<file path="config.mk">
export PLATFORM = sky130hd
export DESIGN_NAME = regbank_rd2
export DESIGN_NICKNAME = d
export VERILOG_FILES = /design/src/rtl/cpu_pkg.sv /design/src/rtl/regbank_rdport.sv /design/src/rtl/regbank_rd2.sv
export SDC_FILE = /design/constraint.sdc
export NUM_CORES = 1
export LEC_CHECK = 0
export ABC_AREA = 0
export CAP_MARGIN = 20
export CELL_PAD_IN_SITES_DETAIL_PLACEMENT = 1
export CELL_PAD_IN_SITES_GLOBAL_PLACEMENT = 1
export CORE_MARGIN = 8
export CORE_UTILIZATION = 46
export CTS_BUF_LIST = sky130_fd_sc_hd__clkbuf_4 sky130_fd_sc_hd__clkbuf_8 sky130_fd_sc_hd__clkbuf_16
export DETAILED_ROUTE_END_ITERATION = 10
export PLACE_DENSITY_LB_ADDON = 0.1
export SYNTH_ARGS = -nofsm -noshare
export SYNTH_HDL_FRONTEND = slang
export SYNTH_SLANG_ARGS = --single-unit
</file>
<file path="constraint.sdc">
create_clock -name clk -period 3.8 [get_ports clk]
set_clock_uncertainty 0.15 [all_clocks]
set_input_delay 1.14 -clock clk [delete_from_list [all_inputs] [get_ports clk]]
set_output_delay 1.14 -clock clk [all_outputs]
set_load 0.005 [all_outputs]
</file>
<file path="src/rtl/cpu_pkg.sv">
// CPU-level defaults and register-index names shared by the datapath blocks.
package cpu_pkg;

  localparam int CPU_WIDTH = 8;
  localparam int CPU_NREGS = 4;

  typedef enum logic [1:0] {
    REG_A = 2'd0,
    REG_B = 2'd1,
    REG_C = 2'd2,
    REG_D = 2'd3
  } reg_idx_e;

endpackage

</file>
<file path="src/rtl/regbank_rdport.sv">
// One read port of the register bank: write-forwarding select feeding a registered operand.
module regbank_rdport
  import cpu_pkg::*;
#(
  parameter int WIDTH = CPU_WIDTH,
  parameter int NREGS = CPU_NREGS,
  parameter int SELW  = $clog2(NREGS)
) (
  input  logic             clk,
  input  logic             rst,
  input  logic             re,
  input  logic [SELW-1:0]  sel,
  input  logic             we,
  input  logic [SELW-1:0]  waddr,
  input  logic [WIDTH-1:0] wdata,
  input  logic [WIDTH-1:0] regs [NREGS],
  output logic [WIDTH-1:0] dout,
  output logic             sel_bad
);

  // One extra bit so NREGS itself is representable when it is a power of two.
  localparam logic [SELW:0] NREGS_X = (SELW+1)'(NREGS);

  logic             sel_ok;
  logic [WIDTH-1:0] rd_p0;
  logic [WIDTH-1:0] dout_p1;

  assign sel_ok  = ({1'b0, sel} < NREGS_X);
  assign sel_bad = !sel_ok;

  // p0: same-cycle write wins over stored value; out-of-range reads as zero
  always_comb begin
    rd_p0 = '0;
    if (we && (waddr == sel) && sel_ok) begin
      rd_p0 = wdata;
    end else if (sel_ok) begin
      rd_p0 = regs[sel];
    end
  end

  // p1: operand register, holds between captures
  always_ff @(posedge clk) begin
    if (rst) begin
      dout_p1 <= '0;
    end else if (re) begin
      dout_p1 <= rd_p0;
    end
  end

  assign dout = dout_p1;

endmodule

</file>
<file path="src/rtl/regbank_rd2.sv">
// Register bank with one write port and two registered, write-forwarding read ports.
module regbank_rd2
  import cpu_pkg::*;
#(
  parameter int WIDTH = CPU_WIDTH,
  parameter int NREGS = CPU_NREGS,
  parameter int SELW  = $clog2(NREGS)
) (
  input  logic             clk,
  input  logic             rst,
  input  logic             we,
  input  logic [SELW-1:0]  waddr,
  input  logic [WIDTH-1:0] wdata,
  input  logic             re,
  input  logic [SELW-1:0]  sel_a,
  input  logic [SELW-1:0]  sel_b,
  output logic [WIDTH-1:0] Aout,
  output logic [WIDTH-1:0] Bout,
  output logic             out_valid,
  output logic             sel_err
);

  localparam logic [SELW:0] NREGS_X = (SELW+1)'(NREGS);

  logic [WIDTH-1:0] regs [NREGS];
  logic             waddr_ok;
  logic             a_bad;
  logic             b_bad;
  logic             vld_p1;
  logic             sel_err_p1;

  assign waddr_ok = ({1'b0, waddr} < NREGS_X);

  always_ff @(posedge clk) begin
    if (rst) begin
      for (int i = 0; i < NREGS; i++) begin
        regs[i] <= '0;
      end
    end else if (we && waddr_ok) begin
      regs[waddr] <= wdata;
    end
  end

  regbank_rdport #(.WIDTH(WIDTH), .NREGS(NREGS), .SELW(SELW)) u_port_a (
    .clk     (clk),
    .rst     (rst),
    .re      (re),
    .sel     (sel_a),
    .we      (we),
    .waddr   (waddr),
    .wdata   (wdata),
    .regs    (regs),
    .dout    (Aout),
    .sel_bad (a_bad)
  );

  regbank_rdport #(.WIDTH(WIDTH), .NREGS(NREGS), .SELW(SELW)) u_port_b (
    .clk     (clk),
    .rst     (rst),
    .re      (re),
    .sel     (sel_b),
    .we      (we),
    .waddr   (waddr),
    .wdata   (wdata),
    .regs    (regs),
    .dout    (Bout),
    .sel_bad (b_bad)
  );

  // p1: capture pulse and sticky bad-index flag
  always_ff @(posedge clk) begin
    if (rst) begin
      vld_p1     <= 1'b0;
      sel_err_p1 <= 1'b0;
    end else begin
      vld_p1 <= re;
      if ((we && !waddr_ok) || (re && (a_bad || b_bad))) begin
        sel_err_p1 <= 1'b1;
      end
    end
  end

  assign out_valid = vld_p1;
  assign sel_err   = sel_err_p1;

endmodule

</file>
==> flow_summary_export.csv <==
group,metric,value,unit
drt,drtAntennaViolNets,0,
timing,period_needed,2.99,ns
setup_path,cp_data_arrival_time,3.00,ns
flow_run,timing.max_cap.violations,0,
drt,post_drt_via_cell_ratio,5.80,
timing,fin_ws,0.810,ns
drt,met1Wirelength,3.03,mm
drt,met2_length,3.11,mm
yosys,synthTopCellsByCount,"dfxtp_1 (49), nor2_1 (48), mux2i_1 (32)",
drt,firstDrtPassIters,4,
die,io-pin-count,36,
yosys,seq_area_frac_synth,38.1,%
cells_and_area,post-route-util,55.3,%
yosys,avgSynthCellArea,11.2,µm²
clock_network,ctsResizeCount,0,
drt,drt_iter0_markers,126,
power_and_ir_drop,ir_drop,0.000212,V
yosys,synth_ff_type,"dfxtp_1",
clock_network,cts_tree,"done",
clock_network,holdBufCountCts,0,
yosys,yosysTopAreaCellShare,38.1,%
clock_network,root_buffer,"clkbuf_8",
yosys,ys_types,21,
timing,setup_viol,0,
yosys,syn_nets,248,
global_route,grt-ovfl-total,0,
drt,vias,1904,
global_route,grt_pass1_vias,2086,
hold_path,hp-start,"u_port_b.dout[4]",
global_route,grt_usage,16.6,%
yosys,synth_most_common_cell,"dfxtp_1",
setup_path,reg2reg_from,"regs[22]",
clock_network,cts_setup_buffers,0,
place,hpwl,4.73,mm
clock_network,clk_pin_slew,0.09,ns
power_and_ir_drop,leakage,0.00120,µW
timing,tightest_slew,0.739,ns
die,num_rows,27,
timing,finalCritPeriodShare,78.7,%
setup_path,endpoint_kind,"register",
yosys,synthArstFlopShare,0,%
timing,slew_violations,0,
drt,route.detailed.drc,0,
die,die-area,8240,µm²
hold_path,hp-class,"register to register",
timing,slew_headroom,50.6,%
setup_path,startpoint,"sel_b[0]",
yosys,ys_ff_latch,49,
clock_network,htree_levels,2,
die,die_height,90.8,µm
cells_and_area,final_area,3010,µm²
yosys,syn_inst,230,
power_and_ir_drop,power.density,351,nW/µm²
global_route,antenna_found_initial,0,
clock_network,clock_sinks,49,
cells_and_area,post_route_cells_drive_above_1_share,12.1,%
setup_path,crit_type,"input pin to register",
place,place_area,2920,µm²
die,initial_core_util,47.3,%
place,preCtsSetupSlack,0.505,ns
yosys,synth.largest_area_cell,"dfxtp_1",
drt,routedWlPerCell,19.8,µm
drt,dr.max_layer_used,"met4",
drt,routed_wl,6.49,mm
global_route,grt_pass1_wl,11.2,mm
setup_path,start_kind,"input pin",
timing,holdWs,0.341,ns
yosys,synthTopCellsByArea,"dfxtp_1 (38%), mux2i_1 (12%), mux4_1 (8.2%)",
clock_network,cts.path.max_buffers,2,
yosys,synthesis.area,2570,µm²
die,die_x,90.8,µm
timing,rsz0062_at_grt,"false",
cells_and_area,diodes,0,
drt,dr_wl_met3,335,µm
timing,max_freq,334,MHz
setup_path,worstPathMaxFanout,10,
global_route,grt_start_max_net_pins,34,
clock_network,cts_made_buffers,5,
status,run_status,"finished clean",
yosys,synth_edf_count,0,
yosys,yosysWarnings,0,
cells_and_area,final_nets,273,
place,port_buffers,34,
timing,final-hold-violation-count,0,
clock_network,clk_latency,0.30,ns
timing,setup_tns,0,ns
setup_path,cp.required,3.81,ns
die,core-area,5440,µm²
place,gp_congestion,0.777,
cells_and_area,area_delta_synth_final,17.0,%
## metrics by stage
step           total power (µW)  instances
2_1_floorplan               681        230
3_3_place_gp                751        320
3_5_place_dp                756        320
4_1_cts                    1070        328
5_1_grt                    1120        328
6_report                   1060        328
## per-layer routing
| metal | track usage (%) | up-vias |
|---|---|---|
| li1 | - | 928 |
| met1 | 21.5 | 930 |
| met2 | 27.3 | 44 |
| met3 | 4.49 | 2 |
| met4 | 2.59 | 0 |
| met5 | 0 | - |
## placed cells by master, fill, tap and decap left out, types with 2 or more instances in the layout
master and count:
a311oi_1 16, buf_4 5, clkbuf_4 2, clkbuf_8 5, clkdlybuf4s50_1 34, dfxtp_1 49
mux2i_1 32, mux4_1 8, mux4_2 8, nand3b_1 2, nand4_1 16, nor2_1 48
o31ai_1 16, xnor2_2 4, xor2_2 2, xor2_4 2
## flip-flops by register name, indices dropped and copies added, names as in the netlist
name and flops:
regs 32, u_port_a.dout 8, u_port_b.dout 8, out_valid 1
## critical path, cell delays in order
cell             delay [ns]
clkdlybuf4s50_1        0.93
mux4_1                 0.67
o31ai_1                0.11
a311oi_1               0.14
## where the power goes
| group | leakage [µW] | switching (µW) | total (µW) | internal, µW |
|---|---|---|---|---|
| sequential | 0.000400 | 14.0 | 550 | 536 |
| clock | 0.0000453 | 168 | 313 | 145 |
| combinational | 0.000759 | 102 | 192 | 90.2 |
| total | 0.00120 | 284 | 1060 | 771 |
## area by class of cell
| cell class | count | area, µm² |
|---|---|---|
| clock buffers | 7 | 83.8 |
| clock inverters | 1 | 7.51 |
| fillers | 586 | 2430 |
| inverters | 1 | 3.75 |
| multi-input cells | 158 | 1450 |
| flip-flops and latches | 49 | 981 |
| well taps | 72 | 90.1 |
| repair buffers | 40 | 398 |
## final timing paths
| kind | endpoint | slack, ns | cells after the start |
|---|---|---|---|
| worst max register to register | u_port_b.dout[6] | 2.40 | 3 |
| worst min register to register | u_port_b.dout[4] | 0.34 | 2 |
| worst min-delay path | u_port_b.dout[4] | 0.34 | 2 |
| worst max-delay path | u_port_b.dout[6] | 0.81 | 4 |
## cells by family (layout without fill, tap and decap cells)
group | after synthesis | after routing | share of synthesized area, %
AO/OA/AOI/OAI | 32 | 32 | 10.1
XOR/XNOR | 8 | 8 | 5.93
buffers and inverters | 23 | 49 | 5.64
flip-flops | 49 | 49 | 38.1
multiplexers | 48 | 48 | 27.6
other | 1 | 1 | 0.146
AND/OR/NAND/NOR | 69 | 69 | 12.4
No activity file was read; power rests on OpenSTA's default activity.
